===== src/rtl/fir_filter.sv =====
// Serial-MAC FIR filter: coefficients loaded serially after reset, then one
// TAPS-cycle convolution per accepted sample, result emitted as a one-cycle pulse.
module fir_filter #(
    parameter int unsigned TAPS = 16,
    parameter int unsigned DW   = 16,
    parameter int unsigned CW   = 16,
    parameter int unsigned FRAC = 8
) (
    input  logic          clk,
    input  logic          rst,
    input  logic          coef_valid,
    input  logic [CW-1:0] coef_d,
    input  logic          data_valid,
    input  logic [DW-1:0] data_d,
    output logic          data_ready,
    output logic          fir_valid,
    output logic [DW-1:0] fir_d
);

    localparam int unsigned IW = $clog2(TAPS);
    localparam int unsigned PW = DW + CW;
    localparam int unsigned AW = DW + CW + $clog2(TAPS);

    localparam logic signed [AW-1:0] RND_BIAS = {{(AW-FRAC){1'b0}}, 1'b1, {(FRAC-1){1'b0}}};
    localparam logic signed [AW-1:0] SAT_MAX  = {{(AW-DW+1){1'b0}}, {(DW-1){1'b1}}};
    localparam logic signed [AW-1:0] SAT_MIN  = {{(AW-DW+1){1'b1}}, {(DW-1){1'b0}}};

    typedef enum logic [1:0] {
        S_LOAD,
        S_IDLE,
        S_MAC,
        S_OUT
    } state_t;

    state_t state;
    state_t state_next;

    logic                 load_c;
    logic                 accept_c;
    logic                 mac_c;
    logic                 mac_last_c;

    logic [IW-1:0]        idx;
    logic [IW-1:0]        tap;
    logic signed [CW-1:0] coef [TAPS];
    logic signed [DW-1:0] hist [TAPS];
    logic signed [AW-1:0] acc;

    logic signed [PW-1:0] prod_c;
    logic signed [AW-1:0] acc_sum_c;
    logic signed [AW-1:0] biased_c;
    logic signed [AW-1:0] shifted_c;
    logic [DW-1:0]        result_c;

    // State register
    always_ff @(posedge clk or negedge rst) begin
        if (!rst) begin
            state <= S_LOAD;
        end else begin
            state <= state_next;
        end
    end

    // Next-state and datapath enables
    always_comb begin
        state_next = state;
        load_c     = 1'b0;
        accept_c   = 1'b0;
        mac_c      = 1'b0;
        mac_last_c = 1'b0;
        case (state)
            S_LOAD: begin
                if (coef_valid) begin
                    load_c = 1'b1;
                    if (idx == IW'(TAPS - 1)) begin
                        state_next = S_IDLE;
                    end
                end
            end
            S_IDLE: begin
                if (data_valid) begin
                    accept_c   = 1'b1;
                    state_next = S_MAC;
                end
            end
            S_MAC: begin
                mac_c = 1'b1;
                if (tap == IW'(TAPS - 1)) begin
                    mac_last_c = 1'b1;
                    state_next = S_OUT;
                end
            end
            S_OUT: begin
                state_next = S_IDLE;
            end
            default: begin
                state_next = S_LOAD;
            end
        endcase
    end

    // One tap per cycle; the final sum is rounded and clamped on the last MAC cycle
    always_comb begin
        prod_c    = PW'(coef[tap]) * PW'(hist[tap]);
        acc_sum_c = acc + AW'(prod_c);
        biased_c  = acc_sum_c + RND_BIAS;
        shifted_c = biased_c >>> FRAC;
        if (shifted_c > SAT_MAX) begin
            result_c = SAT_MAX[DW-1:0];
        end else if (shifted_c < SAT_MIN) begin
            result_c = SAT_MIN[DW-1:0];
        end else begin
            result_c = shifted_c[DW-1:0];
        end
    end

    // Coefficient store, sample history, accumulator and registered outputs
    always_ff @(posedge clk or negedge rst) begin
        if (!rst) begin
            idx        <= '0;
            tap        <= '0;
            acc        <= '0;
            data_ready <= 1'b0;
            fir_valid  <= 1'b0;
            fir_d      <= '0;
            for (int k = 0; k < TAPS; k++) begin
                coef[k] <= '0;
                hist[k] <= '0;
            end
        end else begin
            data_ready <= (state_next == S_IDLE);
            fir_valid  <= 1'b0;
            if (load_c) begin
                coef[idx] <= coef_d;
                idx       <= idx + IW'(1);
            end
            if (accept_c) begin
                hist[0] <= data_d;
                for (int k = 1; k < TAPS; k++) begin
                    hist[k] <= hist[k-1];
                end
                tap <= '0;
                acc <= '0;
            end
            if (mac_c) begin
                acc <= acc_sum_c;
                tap <= tap + IW'(1);
            end
            if (mac_last_c) begin
                fir_d     <= result_c;
                fir_valid <= 1'b1;
            end
        end
    end

endmodule


===== config.mk =====
export PLATFORM = sky130hd
export DESIGN_NAME = fir_filter
export DESIGN_NICKNAME = d
export VERILOG_FILES = /design/src/rtl/fir_filter.sv
export SDC_FILE = /design/constraint.sdc
export NUM_CORES = 2
export LEC_CHECK = 0
export ABC_CLOCK_PERIOD_IN_PS = 10000
export BUFFER_PORTS_ARGS = -buffer_cell sky130_fd_sc_hd__clkbuf_2
export CAP_MARGIN = 20
export CORE_ASPECT_RATIO = 2
export CORE_MARGIN = 2
export CORE_UTILIZATION = 28
export DETAILED_ROUTE_END_ITERATION = 16
export HOLD_SLACK_MARGIN = 0.06
export PLACE_DENSITY = 0.46
export SETUP_SLACK_MARGIN = 0.1
export SYNTH_ARGS = -nofsm -noshare
export SYNTH_HDL_FRONTEND = slang
export SYNTH_SLANG_ARGS = --single-unit

===== constraint.sdc =====
create_clock -name clk -period 10 [get_ports clk]
set_clock_uncertainty 0.05 [all_clocks]
set_input_delay 1.5 -clock clk [delete_from_list [all_inputs] [get_ports clk]]
set_output_delay 1.5 -clock clk [all_outputs]
set_load 0.02 [all_outputs]

==> reports/qor.log <==
INFO  die            die_h=529µm
INFO  synthesis      syn-cell-area=38500µm²
INFO  final_layout   final_cell_mix=966 x sky130_fd_sc_hd__nand2_1, 572 x sky130_fd_sc_hd__dfrtp_1, 375 x sky130_fd_sc_hd__inv_1
INFO  job            cap_violations=0
INFO  clock_network  cts_htree_levels=2
INFO  worst_setup_path worstRegToRegCells=29
INFO  worst_setup_path critical_path_required=10.48ns
INFO  synthesis      area_share_of_the_leading_cell_type_in_the_synthesized_netlist=37.4%
INFO  final_layout   final_common_cell=sky130_fd_sc_hd__nand2_1
INFO  die            floorplan.die_area=141000µm²
INFO  min_path       whs_path_depth=2
INFO  drt            met1_wl=41.4mm
INFO  clock_network  clkLatencyLatePin=0.67ns
INFO  die            io_pins=54
INFO  drt            drt_first_pass_iters=5
INFO  sta            setup_violating_endpoint_count_in_the_final_report=0
INFO  worst_setup_path reg2reg_slack=0.44ns
INFO  drt            drt_wl_total=110mm
INFO  sta            timing.final.hold_violations=0
INFO  clock_network  ctsRootBufferMaster=sky130_fd_sc_hd__clkbuf_16
INFO  clock_network  numClockSinks=576
INFO  worst_setup_path crit_path_start_kind=register
INFO  global_routing gr-total-overflow=0
INFO  drt            met2_wirelength=61.7mm
INFO  drt            route.detailed.drc=0
INFO  drt            post_drt_via_cell_ratio=4.74
INFO  drt            met3RoutedLength=2.48mm
INFO  worst_setup_path crit_path_top_delay_cell=sky130_fd_sc_hd__fa_1
INFO  drt            routed_wire_length_per_instance=19.8µm
INFO  synthesis      dominantRegCellSynth=sky130_fd_sc_hd__dfrtp_1
INFO  die            initial_utilization=28.2%
INFO  worst_setup_path cp_data_arrival_time=10.04ns
INFO  drt            detailroute.via_count=26400
INFO  worst_setup_path critical_path.max_stage_delay=0.59ns
INFO  worst_setup_path rr_endpoint=fir_d[0]
INFO  synthesis      synth.largest_area_cell=sky130_fd_sc_hd__dfrtp_1
INFO  clock_network  clk_transition_reported_paths=0.07ns
INFO  worst_setup_path critical_path_buf_inv_count=7
INFO  min_path       hp-class=reg2reg
INFO  synthesis      syn_avg_cell_area=10.5µm²
INFO  synthesis      synth_enable_flop_cells=0
INFO  worst_setup_path worst_path_dominant_cell_family=adder cells
INFO  drt            drt_iter0_markers=1212
INFO  clock_network  clock_path_buffers=3
INFO  sta            worst_pin_slew=1.03ns
INFO  status         run_status=finished clean
INFO  placement      detailedPlacementHpwl=80.6mm
INFO  placement      final_weighted_congestion_in_routability_driven_placement=0.885
INFO  synthesis      synth.area.top_cells=sky130_fd_sc_hd__dfrtp_1 37%, sky130_fd_sc_hd__fa_1 16%, sky130_fd_sc_hd__nand2_1 9.4%, sky130_fd_sc_hd__mux2_2 8.3%, sky130_fd_sc_hd__mux4_2 7.9%
INFO  min_path       endpoint_of_the_worst_hold_timing_path=hist[14]
INFO  global_routing first_pass_grt_wire_length=174mm
INFO  sta            clock.fmax=0.105GHz
INFO  worst_setup_path crit_path_max_fanout=14
INFO  global_routing global_route.usage.total=16.0%
INFO  placement      quantity_of_i_o_buffers_inserted_on_ports=53
INFO  die            floorplan.die.width=266µm
INFO  worst_setup_path r2r-start=tap[0]
INFO  synthesis      async_reset_ff_share=100%
INFO  worst_setup_path cp-end-kind=register
INFO  global_routing grt_antenna_before_repair=7
INFO  sta            relSlewSlack=31.6%
INFO  synthesis      ys.warnings.count=0
INFO  global_routing grt_max_degree=216
INFO  final_layout   core_occupancy_in_the_finished_layout=32.1%
INFO  clock_network  hold_buffers=0
INFO  drt            highest-signal-layer=met5
INFO  min_path       worstHoldStart=hist[14]
INFO  global_routing first_global_vias=29400
INFO  final_layout   area_delta_synth_final=13.9%
INFO  final_layout   fillCellCount=13900
INFO  sta            fin_crit_share=95.6%
INFO  clock_network  cts_inserted_buffers=54
INFO  final_layout   nNetsFinal=4239
INFO  worst_setup_path worstSetupStartpoint=tap[0]
INFO  worst_setup_path critical_path_class=reg2reg
INFO  die            num_rows=192
INFO  sta            finalSetupTns=0ns
INFO  die            core=137000µm²
INFO  final_layout   layout-drive-gt1-share=21.3%
INFO  synthesis      yosysSeqAreaShare=37.4%
INFO  sta            rsz0062_at_grt=no
INFO  clock_network  clock_tree_from_tritoncts=done
INFO  worst_setup_path crit_path_frequent_cell=sky130_fd_sc_hd__fa_1
INFO  synthesis      syn_nets=4142
INFO  final_layout   sequential_cell_area=14400µm²
INFO  synthesis      synthDistinctLibCells=81
INFO  synthesis      post_synth_inst_count=3679
INFO  final_layout   multi_input_comb_area=22100µm²
INFO  sta            final-max-slew-violation-count=0
INFO  sta            min_period=9.56ns
INFO  synthesis      yosys_register_bits=576
INFO  drt            antenna_left=0
-- worst register-to-register path, delay by kind of cell (launching register included) --
family | cells | cell delay, ns
buffers and inverters | 7 | 0.94
DFF | 1 | 0.52
AOI/OAI and AO/OA | 6 | 1.25
adders and majority gates | 7 | 3.49
and+or+nand+nor | 7 | 2.37
muxes | 2 | 0.79
-- synth_stat cells (all sizes together) (3+ instances only) --
master and n:
and4 9, a22oi 4, o21a 15, clkbuf 160, a2111oi 4, and3 9, nor4 5, a22o 11
and2 13, a21o 9, a211oi 9, nand2 977, o21ai 84, inv 375, xor2 15, nor3b 5
or2 7, a31oi 6, nand3 40, nor2b 9, mux4 135, mux2i 27, ha 113, a221o 3
nor3 11, o211ai 12, or3 9, buf 32, a21boi 7, dfrtp 576, a211o 3, o211a 5
a21oi 54, nand4 16, nor2 219, xnor2 33, o21bai 3, nor4b 3, nand2b 20, fa 314
nand4b 4, mux2 284
-- layout make-up --
type / instances / area share (%)
Multi-Input combinational cell: 2537 / 50.4
Sequential cell: 576 / 32.9
Tap cell: 1746 / 4.98
Timing Repair Buffer: 232 / 4.48
Clock buffer: 75 / 3.51
Inverter: 375 / 3.21
Clock inverter: 22 / 0.536
Antenna cell: 3 / 0.0171
-- timing repair --
item / 4_1_cts / 5_1_grt
endpoints found under the setup margin: 0 / 15
resized for setup: 0 / 22
setup buffers: 0 / 6
-- worst max-delay path by stage --
| stage | to | slack, ns | depth (start not counted) |
|---|---|---|---|
| after floorplan | fir_d[12] | 0.19 | 34 |
| after global placement | fir_d[0] | 0.31 | 31 |
| after detailed placement | fir_d[0] | 0.26 | 29 |
| after CTS | fir_d[0] | 0.24 | 29 |
| after global routing | fir_d[0] | 0.08 | 31 |
| final | fir_d[0] | 0.44 | 29 |
-- per-layer routing --
| metal | global-route usage [%] | up-vias |
|---|---|---|
| li1 | - | 12100 |
| met1 | 17.2 | 13700 |
| met5 | 0 | - |
| met4 | 6.34 | 2 |
| met3 | 1.47 | 204 |
| met2 | 31.4 | 378 |
-- cells by family after synthesis --
kind of cell    synth area share [%]
compound gates                  4.45
xor+xnor                        1.09
fa+ha+maj                       20.0
buf+inv                         5.58
flops                           37.4
mux                             16.9
simple gates                    14.6
-- state kept, by name (all words and copies together), names as in the netlist --
| name | flops |
|---|---|
| state | 2 |
| fir_d | 16 |
| coef | 256 |
| acc | 36 |
| tap | 4 |
| idx | 4 |
| fir_valid | 1 |
| hist | 256 |
| data_ready | 1 |
-- stage by stage --
step | hold slack (ns) | area, µm² | instances | setup slack (ns)
6_report | 0.422 | 43900 | 5566 | 0.437
5_1_grt | 0.447 | 43900 | 5564 | 0.0800
4_1_cts | 0.422 | 43600 | 5553 | 0.238
3_5_place_dp | 0.408 | 41800 | 5456 | 0.262
3_3_place_gp | 0.403 | 41800 | 5456 | 0.309
2_1_floorplan | 0.391 | 38500 | 3679 | 0.186
Power is left out: the tool's default activity adds up to more than one toggle a clock period on the data nets, which glitch-free logic cannot reach.
